[src/rtl/bch_pkg.sv]
// bch_pkg: GF(16) types, controller state encoding and constant multipliers for the BCH(15,7) decoder
package bch_pkg;
  localparam int GF_M = 4;
  localparam int GF_N = 15;
  typedef logic [GF_M-1:0] gf_t;
  typedef enum logic [1:0] {IDLE, LOAD, CHIEN, DONE} state_e;
  // x*alpha modulo x^4+x+1
  function automatic gf_t gf_mul_alpha(input gf_t x);
    return {x[2], x[1], x[0] ^ x[3], x[3]};
  endfunction
  // x*alpha^2 modulo x^4+x+1
  function automatic gf_t gf_mul_alpha2(input gf_t x);
    return {x[1], x[0] ^ x[3], x[3] ^ x[2], x[2]};
  endfunction
endpackage

[src/rtl/bch_chien_cell.sv]
// bch_chien_cell: locator term registers for the serial Chien search
//   clk, rst_n : clock, async active-low reset
//   load       : capture l1/l2 as the i=0 terms
//   step       : advance terms to the next field element (r1*alpha, r2*alpha^2)
//   l1, l2     : locator coefficients
//   root       : 1 ^ r1 ^ r2 == 0 for the current element
module bch_chien_cell
  import bch_pkg::*;
(
  input  logic clk,
  input  logic rst_n,
  input  logic load,
  input  logic step,
  input  gf_t  l1,
  input  gf_t  l2,
  output logic root
);
  gf_t r1_q, r1_d, r2_q, r2_d;
  always_comb begin
    r1_d = load ? l1 : step ? gf_mul_alpha(r1_q) : r1_q;
    r2_d = load ? l2 : step ? gf_mul_alpha2(r2_q) : r2_q;
  end
  always_ff @(posedge clk or negedge rst_n) begin
    if (!rst_n) begin
      r1_q <= '0;
      r2_q <= '0;
    end else begin
      r1_q <= r1_d;
      r2_q <= r2_d;
    end
  end
  assign root = (4'h1 ^ r1_q ^ r2_q) == 4'h0;
endmodule

[src/rtl/bch_dec_ctrl.sv]
// bch_dec_ctrl: sequencer for the t=2 BCH(15,7) decoder (syndrome screen, locator capture, Chien search)
//   syn_valid/syn_ready, syn_s1..s3 : syndrome input handshake
//   loc_s1..s3 / loc_l1, loc_l2    : registered syndromes out, combinational locator coefficients back
//   out_valid/out_ready, err_mask, err_num, dec_fail : result handshake
//   busy                           : not idle
//   BCH_ERR_CNT_EN adds cnt_ok, cnt_corr, cnt_fail (saturating, CNT_W bits)
module bch_dec_ctrl
  import bch_pkg::*;
#(
  parameter int CNT_W = 16
) (
  input  logic              clk,
  input  logic              rst_n,
  input  logic              syn_valid,
  output logic              syn_ready,
  input  logic [3:0]        syn_s1,
  input  logic [3:0]        syn_s2,
  input  logic [3:0]        syn_s3,
  output logic [3:0]        loc_s1,
  output logic [3:0]        loc_s2,
  output logic [3:0]        loc_s3,
  input  logic [3:0]        loc_l1,
  input  logic [3:0]        loc_l2,
  output logic              out_valid,
  input  logic              out_ready,
  output logic [GF_N-1:0]   err_mask,
  output logic [1:0]        err_num,
  output logic              dec_fail,
  output logic              busy
`ifdef BCH_ERR_CNT_EN
  ,
  output logic [CNT_W-1:0]  cnt_ok,
  output logic [CNT_W-1:0]  cnt_corr,
  output logic [CNT_W-1:0]  cnt_fail
`endif
);
  state_e state_q, state_d;
  gf_t loc_s1_q, loc_s1_d, loc_s2_q, loc_s2_d, loc_s3_q, loc_s3_d;
  logic [3:0] i_q, i_d, bit_idx;
  logic [1:0] deg_q, deg_d, root_cnt_q, root_cnt_d;
  logic [GF_N-1:0] mask_q, mask_d, err_mask_q, err_mask_d;
  logic [1:0] err_num_q, err_num_d;
  logic dec_fail_q, dec_fail_d;
  logic accept, screened, root, root_hit, fin, deg_ok;
  bch_chien_cell u_chien (
    .clk   (clk),
    .rst_n (rst_n),
    .load  (state_q == LOAD),
    .step  (state_q == CHIEN),
    .l1    (loc_l1),
    .l2    (loc_l2),
    .root  (root)
  );
  always_ff @(posedge clk or negedge rst_n) begin
    if (!rst_n) state_q <= IDLE;
    else state_q <= state_d;
  end
  always_comb begin
    state_d = state_q;
    unique case (state_q)
      IDLE:  state_d = accept ? (screened ? DONE : LOAD) : IDLE;
      LOAD:  state_d = CHIEN;
      CHIEN: state_d = (i_q == 4'd14) ? DONE : CHIEN;
      DONE:  state_d = out_ready ? IDLE : DONE;
      default: state_d = IDLE;
    endcase
  end
  always_comb begin
    syn_ready = state_q == IDLE;
    busy      = state_q != IDLE;
    out_valid = state_q == DONE;
  end
  always_comb begin
    accept     = syn_valid && syn_ready;
    screened   = syn_s1 == 4'h0;
    loc_s1_d   = accept ? syn_s1 : loc_s1_q;
    loc_s2_d   = accept ? syn_s2 : loc_s2_q;
    loc_s3_d   = accept ? syn_s3 : loc_s3_q;
    deg_d      = (state_q == LOAD) ? ((loc_l2 != 4'h0) ? 2'd2 : 2'd1) : deg_q;
    i_d        = (state_q == LOAD) ? 4'd0 : (state_q == CHIEN) ? i_q + 4'd1 : i_q;
    // element alpha^i is a root for error position (15-i) mod 15
    bit_idx    = (i_q == 4'd0) ? 4'd0 : 4'd15 - i_q;
    root_hit   = (state_q == CHIEN) && root;
    root_cnt_d = (state_q == LOAD) ? 2'd0 :
                 root_hit ? ((root_cnt_q == 2'd3) ? 2'd3 : root_cnt_q + 2'd1) : root_cnt_q;
    mask_d     = (state_q == LOAD) ? '0 : root_hit ? (mask_q | (GF_N'(1) << bit_idx)) : mask_q;
    fin        = (state_q == CHIEN) && (i_q == 4'd14);
    // a locator whose degree disagrees with its root count means more than two errors
    deg_ok     = root_cnt_d == deg_q;
    err_mask_d = (accept && screened) ? '0 : fin ? (deg_ok ? mask_d : '0) : err_mask_q;
    err_num_d  = (accept && screened) ? 2'd0 : fin ? (deg_ok ? root_cnt_d : 2'd0) : err_num_q;
    dec_fail_d = (accept && screened) ? (syn_s3 != 4'h0) : fin ? !deg_ok : dec_fail_q;
  end
  always_ff @(posedge clk or negedge rst_n) begin
    if (!rst_n) begin
      loc_s1_q   <= '0;
      loc_s2_q   <= '0;
      loc_s3_q   <= '0;
      i_q        <= '0;
      deg_q      <= '0;
      root_cnt_q <= '0;
      mask_q     <= '0;
      err_mask_q <= '0;
      err_num_q  <= '0;
      dec_fail_q <= 1'b0;
    end else begin
      loc_s1_q   <= loc_s1_d;
      loc_s2_q   <= loc_s2_d;
      loc_s3_q   <= loc_s3_d;
      i_q        <= i_d;
      deg_q      <= deg_d;
      root_cnt_q <= root_cnt_d;
      mask_q     <= mask_d;
      err_mask_q <= err_mask_d;
      err_num_q  <= err_num_d;
      dec_fail_q <= dec_fail_d;
    end
  end
  assign loc_s1   = loc_s1_q;
  assign loc_s2   = loc_s2_q;
  assign loc_s3   = loc_s3_q;
  assign err_mask = err_mask_q;
  assign err_num  = err_num_q;
  assign dec_fail = dec_fail_q;
`ifdef BCH_ERR_CNT_EN
  logic [CNT_W-1:0] cnt_ok_q, cnt_ok_d, cnt_corr_q, cnt_corr_d, cnt_fail_q, cnt_fail_d;
  logic hs;
  assign hs = out_valid && out_ready;
  always_comb begin
    cnt_ok_d   = (hs && err_num_q == 2'd0 && !dec_fail_q && !(&cnt_ok_q)) ? cnt_ok_q + CNT_W'(1) : cnt_ok_q;
    cnt_corr_d = (hs && err_num_q != 2'd0 && !(&cnt_corr_q)) ? cnt_corr_q + CNT_W'(1) : cnt_corr_q;
    cnt_fail_d = (hs && dec_fail_q && !(&cnt_fail_q)) ? cnt_fail_q + CNT_W'(1) : cnt_fail_q;
  end
  always_ff @(posedge clk or negedge rst_n) begin
    if (!rst_n) begin
      cnt_ok_q   <= '0;
      cnt_corr_q <= '0;
      cnt_fail_q <= '0;
    end else begin
      cnt_ok_q   <= cnt_ok_d;
      cnt_corr_q <= cnt_corr_d;
      cnt_fail_q <= cnt_fail_d;
    end
  end
  assign cnt_ok   = cnt_ok_q;
  assign cnt_corr = cnt_corr_q;
  assign cnt_fail = cnt_fail_q;
`else
  logic unused_cnt_w;
  assign unused_cnt_w = ^CNT_W;
`endif
endmodule

[config.mk]
export PLATFORM = sky130hd
export DESIGN_NAME = bch_dec_ctrl
export DESIGN_NICKNAME = d
export VERILOG_FILES = /design/src/rtl/bch_pkg.sv /design/src/rtl/bch_chien_cell.sv /design/src/rtl/bch_dec_ctrl.sv
export SDC_FILE = /design/constraint.sdc
export NUM_CORES = 1
export LEC_CHECK = 0
export CAP_MARGIN = 20
export CORE_UTILIZATION = 54
export CTS_BUF_LIST = sky130_fd_sc_hd__clkbuf_4
export DETAILED_ROUTE_END_ITERATION = 8
export MAX_ROUTING_LAYER = met4
export PLACE_DENSITY = 0.82
export SLEW_MARGIN = 20
export SYNTH_ARGS = -nofsm -noshare
export SYNTH_HDL_FRONTEND = slang
export SYNTH_SLANG_ARGS = --single-unit
[constraint.sdc]
create_clock -name clk -period 2.3 [get_ports clk]
set_clock_uncertainty 0.1 [all_clocks]
set_input_delay 0.345 -clock clk [delete_from_list [all_inputs] [get_ports clk]]
set_output_delay 0.345 -clock clk [all_outputs]
set_load 0.05 [all_outputs]
# Yosys cells after proc, flatten, opt, wreduce, memory -nomap -nowiden
# Cells that the tools add are included.
# W data, S select, Z words.
[totals]
elab_cells = 69
inputBits = 24
regBits = 63
[classes]
n_bitwise = 6
shift = 1
mux = 26
addsub = 3
eq_ne = 6
reduce_logical = 14
[ops]
columns = ["op", "n"]
rows = [
  ["$mux W15", 5],
  ["$mux W4", 7],
  ["$mux W2", 10],
  ["$or A15 B15 Y15", 1],
  ["$shl A1 B4 Y15 const A", 1],
  ["$logic_not A4 Y1", 3],
  ["$pmux W2 S4", 1],
  ["$reduce_bool A4 Y1", 2],
  ["$eq A2 B2 Y1 const B", 3],
  ["$reduce_bool A2 Y1", 3],
  ["$add A4 B1 Y4 const B", 1],
  ["$eq A4 B4 Y1 const B", 1],
  ["$logic_and A1 B1 Y1", 4],
  ["$sub A4 B4 Y4 const A", 1],
  ["$xor A4 B4 Y4", 1],
  ["$mux W1", 3],
  ["$xor A1 B1 Y1", 3],
  ["$add A2 B1 Y2 const B", 1],
  ["$eq A2 B1 Y1 const B", 1],
  ["$eq A2 B2 Y1", 1],
  ["$logic_not A2 Y1", 1],
  ["$logic_not A1 Y1", 1],
  ["$not A1 Y1", 1],
]

# Logic depth before layout (Yosys ltp)
[logic_depth]
word_depth = 10
ltp_mapped = 9
ltp_nobuf = 7

# Cells and area by module
# Synthesis repeated with hierarchy kept, for this count alone.
[hier_totals]
cells_unflattened = 272
hier_area_um2 = 2987.9
[by_module_without_submodules]
columns = ["mod", "cells_per_inst", "instances", "area_each_um2", "seq_area_each_um2"]
rows = [
  ["bch_dec_ctrl", 229, 1, 2543.7, 1376.3],
  ["bch_chien_cell", 43, 1, 444.2, 200.2],
]

# Worst setup path before layout
# OpenSTA, ideal clock, no wires.
[synth_timing]
path_type = "reg-to-reg"
startpoint = "reg state_q[0]"
endpoint = "reg err_mask_q[1] (netlist: err_mask[1])"
arrival_ns = 2.061
stages_incl_launch_ff = 8
period_less_slack_ns = 2.296
required_ns = 2.064
slack_ns = 0.004
n_path_buf = 1
cell_sequence = "dfrtp_1 -> inv_1 -> ha_1 -> nand2_1 -> nor2b_1 -> or3_1 -> clkbuf_1 -> o41ai_1"
[synth_lines]
columns = ["item", "line", "rtl"]
rows = [
  ["start: declaration", "bch_dec_ctrl.sv:37", "state_e state_q, state_d;"],
  ["start signal: assignment", "bch_dec_ctrl.sv:56", "else state_q <= state_d;"],
  ["$logic_not A2 Y1 *", "bch_dec_ctrl.sv:69", "syn_ready = state_q == IDLE;"],
  ["net syn_ready", "bch_dec_ctrl.sv:15", "output logic syn_ready,"],
  ["$logic_and A1 B1 Y1 *", "bch_dec_ctrl.sv:74", "accept = syn_valid && syn_ready;"],
  ["$logic_and A1 B1 Y1 *", "bch_dec_ctrl.sv:90", "err_mask_d = (accept && screened) ? '0 : fin ? (deg_ok ? mask_d : '0) : err_mask_q;"],
  ["$mux W15 or $reduce_bool A2 Y1 (tied branches)", "n/a", ""],
  ["end signal: assignment", "bch_dec_ctrl.sv:114", "err_mask_q <= err_mask_d;"],
  ["end: declaration", "bch_dec_ctrl.sv:41", "logic [GF_N-1:0] mask_q, mask_d, err_mask_q, err_mask_d;"],
]
# The timed path passes the listed nets; every way through them passes the cells marked *. The select of a mux whose other input is x is not followed.
# A chain may end at the register's enable or synchronous reset.

# Final worst setup path
[layout_timing]
startpoint = "reg state_q[0]"
endpoint = "reg err_mask_q[3] (netlist: err_mask[3])"
[layout_via]
elab_chain_cells = 8
[layout_rtl]
columns = ["item", "line", "rtl"]
rows = [
  ["$eq A2 B2 Y1", "bch_dec_ctrl.sv:83", "root_hit = (state_q == CHIEN) && root;"],
  ["$logic_and A1 B1 Y1", "bch_dec_ctrl.sv:83", ""],
  ["$mux W2", "bch_dec_ctrl.sv:85", "root_hit ? ((root_cnt_q == 2'd3) ? 2'd3 : root_cnt_q + 2'd1) : root_cnt_q;"],
  ["$mux W2 *", "bch_dec_ctrl.sv:84", "root_cnt_d = (state_q == LOAD) ? 2'd0 :"],
  ["net root_cnt_d[1]", "bch_dec_ctrl.sv:40", "logic [1:0] deg_q, deg_d, root_cnt_q, root_cnt_d;"],
  ["$eq A2 B2 Y1 *", "bch_dec_ctrl.sv:89", "deg_ok = root_cnt_d == deg_q;"],
  ["$mux W15 * (3 in a row)", "bch_dec_ctrl.sv:90", ""],
]
# Marked as above.

==> summary.md <==
| Metric | Value |
|---|---|
| Ys Warns | 0 |
| Commonest cells after routing, fill and taps aside | 63 x dfrtp_1, 52 x clkdlybuf4s50_1, 26 x nor2_1 |
| Power Internal | roughly 3 mW |
| Area grow syn2layout | 28.3% |
| Post-synth net total | a little over 300 |
| Ys flop type | dfrtp_1 |
| Die W | 77.7 um |
| Cells after Synth | roughly 270 |
| Switching share of power | a little under half |
| Nets | between 300 and 400 |
| Post-synthesis sequential area ratio | between 50% and 60% |
| Layout cells sized above 1 | between 20% and 30% |
| Pins Over Slew Limit | 0 |
| GP Congestion | a little under 0.9 |
| VDD IR-drop max | a little over 0.8 mV |
| Flip-flop and latch count after synthesis | 63 |
| First-pass GRT wire length | 11100 um |
| WL final | between 6000 and 7000 um |
| Vias per inst | 5.73 |
| Wire per inst | 16.0 um |
| Seq pwr share | a little under a third |
| Final setup viols | 0 |
| Crit end category | register |
| TritonRoute pass-1 iters | 4 |
| Slowest stage delay, CP | ~0.4 ns |
| End point of the critical path | err_mask[3] |
| Ys async rst share | 100% |
| Minimum clock period | approximately 2.2 ns |
| Initial antenna violation count | 0 |
| Worst Path Buf+Inv | 2 |
| Clock Tree Buf Depth | 2 |
| Worst-path cell chain | inv_1 > ha_1 > a21boi_2 > nand2_2 > o31ai_4 > xor2_4 > buf_12 > o41ai_1 |
| Crit. path cell count | 8 |
| Hold Path Class | input pin to async pin |
| Worst-path fanout max | 16 |
| CTS root buf | clkbuf_4 |
| NetSw | between 2 and 3 mW |
| Setup TNS | 0 ns |
| Status | finished, final reports clean |
| GR Overflow Total | 0 |
| Skew-Pair Late Insertion Delay | between 0.4 and 0.5 ns |
| Core box area | 5510 um^2 |
| DRC violations left | 0 |
| Slew @ Worst Pin | between 0.5 and 0.6 ns |
| Achievable Freq | ~0.46 GHz |
| CTS tree | yes |
| Crit path from | state_q[0] |
| Post-Syn Area | slightly above 3000 um^2 |
| Worst setup path class | register to register |
| PwrDens | ~1400 nW/um^2 |
| Worst R2R Path Depth | 8 |
| Post-synth top area cell | dfrtp_1 |
| Max transition margin | between 60% and 70% |
| Clk sinks | 63 |
| CTS clk-pin slew, worst paths | ~0.11 ns |
| Initial core utilization | a little under three fifths |
| Number of flops mapped to enable cells by yosys | 0 |
| IO Count | 57 |
| CTS H-tree depth | 3 |
| Port bufs | 56 |
| Largest net degree at the start of global routing | 40 |
| Vias | around 2400 |
| Vias in the first global route | 2293 |
| Slowest-stage cell, CP | dfrtp_1 |
| Mean Syn Cell Area | between 10 and 15 um^2 |
| Die extent in y | 77.7 um |
| Top Family by Delay on Critical Path | compound AO/OA/AOI/OAI gates |
| FF-to-FF setup slack | ~0.13 ns |
| CP required | around 2.5 ns |
| Cts bufs inserted | 9 |
| Startpoint types | register |
| Row count | 27 |
| Antenna cells | 0 |
| Worst flop-to-flop path endpoint | err_mask[3] |
| Max-cap violations | 0 |
| P_leak | 1.73 nW |
| Commonest non-fill, non-tap cell in the layout | dfrtp_1 |
| CP arrival | ~2.4 ns |
| DP HPWL | around 4600 um |
| Fin crit share | 94.4% |
| Antenna Nets Post-Route | 0 |
| Core Util, Final | between 70 and 80% |
| Overall power | around 5.6 mW |
| Unique masters post-synth | between 40 and 50 |
| Post-synth top area share | about half |
| RSZ-0062 raised after global routing | false |
| Synth area leaders | dfrtp_1 51%, mux2_2 5.8%, nor2_1 3.3%, ha_1 3.2%, o41ai_2 3.2% |
| Comb power frac | a little over half |
| Die Area | roughly 6000 um^2 |
| Worst r2r src | state_q[0] |
| Overall routing resource usage | ~25% |
| DR iter-0 viols | roughly 200 |
| Clk pwr share | 15.6% |
| Fin. Hold Viols | 0 |
synth_stat cells (all sizes together), types with 7 or more instances:
library cell,number
a21oi,12
nor2,28
nand2,25
inv,9
ha,8
clkbuf,8
dfrtp,63
nand3,7
o21ai,11
o41ai,12
mux2,16
registers in the layout (all words and copies together) (netlist names):
name          flops
err_num           2
loc_s2            4
u_chien.r2_q      4
i_q               4
root_cnt_q        2
mask_q           15
loc_s3            4
dec_fail          1
err_mask         15
deg_q             2
u_chien.r1_q      4
state_q           2
loc_s1            4
metrics by stage:
step / setup WS [ns] / instance area, um^2 / instances / hold slack, ns
6_report: 0.129 / 3960 / 418 / 0.199
5_1_grt: 0.0186 / 3960 / 418 / 0.218
4_1_cts: 0.00201 / 3920 / 417 / 0.192
3_5_place_dp: 0.0645 / 3750 / 400 / 0.111
3_3_place_gp: 0.117 / 3750 / 400 / 0.108
2_1_floorplan: 0.00351 / 3090 / 274 / -0.0506
worst min path at each step:
stage                     start         to
after floorplan           rst_n   dec_fail
after global placement    rst_n  loc_s2[0]
after detailed placement  rst_n  loc_s2[0]
after CTS                 rst_n  loc_s1[3]
after global routing      rst_n  loc_s2[1]
final                     rst_n  loc_s1[1]
cell families after synthesis:
kind of cell / synth area share (%)
xor+xnor: 3.32
mux: 7.77
flops: 51.0
compound gates: 17.5
fa+ha+maj: 3.24
buf+inv: 3.68
simple gates: 13.4
worst register-to-register path: stages (launching register included):
cell and delay, ns:
dfrtp_1 0.41, inv_1 0.10, ha_1 0.17, a21boi_2 0.20
nand2_2 0.13, o31ai_4 0.36, xor2_4 0.12, buf_12 0.17
o41ai_1 0.32
power by group through the flow:
stage          clock network [mW]  registers, mW  logic (mW)
3_5_place_dp                    0           1.79        2.88
6_report                    0.864           1.77        2.92
2_1_floorplan                   0           2.45        1.41
4_1_cts                     0.882           1.77        2.90
5_1_grt                     0.925           1.83        3.10
3_3_place_gp                    0           1.77        2.84
metal layers:
| metal | up-vias | track usage, % | routed length (um) |
|---|---|---|---|
| li1 | 1132 | - | - |
| met1 | 1171 | 29.5 | 2890 |
| met2 | 77 | 40.1 | 3320 |
| met3 | 16 | 6.59 | 350 |
| met4 | 0 | 10.6 | 142 |
| met5 | - | - | 0 |
cell type report:
cell class / instances / area, um^2
multi-input combinational: 188 / 1420
sequential: 63 / 1580
fill: 395 / 1540
tap: 72 / 90.1
clock buffer: 10 / 75.1
clock inverter: 6 / 85.1
timing repair buffer: 70 / 686
inverter: 9 / 33.8
what timing repair did:
item | in CTS | in global routing
setup endpoints to repair | 0 | 18
setup buffers | 0 | 1
endpoints found under the hold margin | 63 | 0
gates resized for setup | 0 | 6
hold buffers | 1 | 0
Note: power is estimated with default switching activity, not from simulation.
==> RTL edit, RTL diff (config.mk and constraints unchanged) <==
`GF_N`: 15 -> 14.
--- a/src/rtl/bch_pkg.sv
+++ b/src/rtl/bch_pkg.sv
@@ -2,5 +2,5 @@
 package bch_pkg;
   localparam int GF_M = 4;
-  localparam int GF_N = 15;
+  localparam int GF_N = 14;
   typedef logic [GF_M-1:0] gf_t;
   typedef enum logic [1:0] {IDLE, LOAD, CHIEN, DONE} state_e;
Ports: changed (resized err_mask); port bits go from 57 to 56. No check against the original RTL was run, so the function may have changed too.
==> RTL edit against the original RTL <==
- worst setup slack worse by 0.024 ns
- wire length down 14%
- highest routed layer unchanged
- sequential share of layout area rose by 2.9 points
- cell area decreased by 9.7%
- sequential cell count fell by 2
- synthesized area shrank 12%
- sequential power is 12% lower
- power down 24%
==> RTL edit: results <==
# TYPE chip_impl_metric gauge
chip_impl_metric{name="place_inst",unit=""} 382
chip_impl_metric{name="yosys.area_share.adder",unit="%"} 3.66
chip_impl_metric{name="groute.usage.overall",unit="%"} 25.4
chip_impl_metric{name="grt_start_max_net_pins",unit=""} 35
chip_impl_metric{name="filler_cell_count_in_the_final_layout",unit=""} 374
chip_impl_metric{name="final_net_count",unit=""} 359
chip_impl_metric{name="clock_latency",unit="ns"} 0.38
chip_impl_metric{name="timing.reg2reg.setup_slack",unit="ns"} 0.15
chip_impl_metric{name="port_buffers",unit=""} 55
chip_impl_metric{name="place_worst_setup_slack",unit="ns"} 0.0267
chip_impl_info{name="status",value="finished, final reports clean"} 1
chip_impl_metric{name="max_freq",unit="GHz"} 0.456
chip_impl_metric{name="critical_path.max_fanout",unit=""} 3
chip_impl_info{name="netlist_top_cells_area",value="sky130_fd_sc_hd__dfrtp_1 (56%), sky130_fd_sc_hd__mux2_2 (6.6%), sky130_fd_sc_hd__nand2_1 (4.0%)"} 1
chip_impl_metric{name="worst_pin_slew",unit="ns"} 0.632
chip_impl_metric{name="synth_compound_area_share",unit="%"} 12.5
chip_impl_metric{name="critical_path_arrival",unit="ns"} 1.75
chip_impl_info{name="synthTopCellsByCount",value="sky130_fd_sc_hd__dfrtp_1 (61), sky130_fd_sc_hd__nand2_1 (29), sky130_fd_sc_hd__nor2_1 (29)"} 1
chip_impl_info{name="r2r_end",value="err_mask[11]"} 1
chip_impl_metric{name="drt_wl_total",unit="um"} 5760
chip_impl_metric{name="synth.mux.area_fraction",unit="%"} 8.42
chip_impl_metric{name="hold-worst-slack",unit="ns"} 0.382
chip_impl_metric{name="gpl.final_weighted_congestion",unit=""} 0.890
chip_impl_metric{name="via_count",unit=""} 2156
chip_impl_metric{name="mappedNetlistNets",unit=""} 289
chip_impl_metric{name="vdd.ir_drop.worst",unit="mV"} 1.05
chip_impl_metric{name="post_synthesis_xor_xnor_area_fraction",unit="%"} 2.56
[RTL edit: cell types whose count changed after synthesis, moves of 5 or more]
cell | unedited run | this run
sky130_fd_sc_hd__nand2_1 | 24 | 29
sky130_fd_sc_hd__o21ai_1 | 0 | 10
sky130_fd_sc_hd__o41ai_2 | 6 | 0
sky130_fd_sc_hd__o41ai_1 | 6 | 0
sky130_fd_sc_hd__or3_1 | 5 | 0
[RTL edit: what timing repair did]
item,CTS,global route
resized for setup,0,2
hold buffers,1,0
hold endpoints to repair,27,0
endpoints found under the setup margin,0,11
[RTL edit: cell families after synthesis]
family / after synthesis
multiplexers: 21
flip-flops: 61
buffers and inverters: 21
AO/OA/AOI/OAI: 53
AND/OR/NAND/NOR: 85
XOR/XNOR: 8
adder cells (fa/ha/maj): 8
[RTL edit: layout make-up]
cell class	count	area, um2	area share (%)
well taps	67	83.8	2.34
flip-flops and latches	61	1530	42.6
clock buffers	12	90.1	2.52
clock inverters	3	13.8	0.384
multi-input cells	175	1140	31.7
repair buffers	70	693	19.4
inverters	10	37.5	1.05
[RTL edit: layer usage]
metal  vias up  GRT usage, %  wire, um
li1       1045             -         -
met1      1041          30.7      2540
met2        61          41.7      2930
met3         9          4.42       207
met4         0          11.5        80
met5         -             -         0
[RTL edit: worst min-delay path, stage by stage (launching register included)]
cell                      delay (ns)
sky130_fd_sc_hd__dfrtp_1        0.35
sky130_fd_sc_hd__nand2_1        0.05
sky130_fd_sc_hd__nand2_1        0.05
[RTL edit: report_power, final]
group	internal (mW)	switching [mW]
logic	0.810	1.26
clock network	0.247	0.355
registers	1.33	0.222
[RTL edit: metrics by stage]
stage                     instance area, um2  utilization (%)
after global placement                  3460             72.3
after CTS                               3570             74.6
after global routing                    3580             74.8
after floorplan                         2730                -
after detailed placement                3460             72.3
final                                   3580             74.8
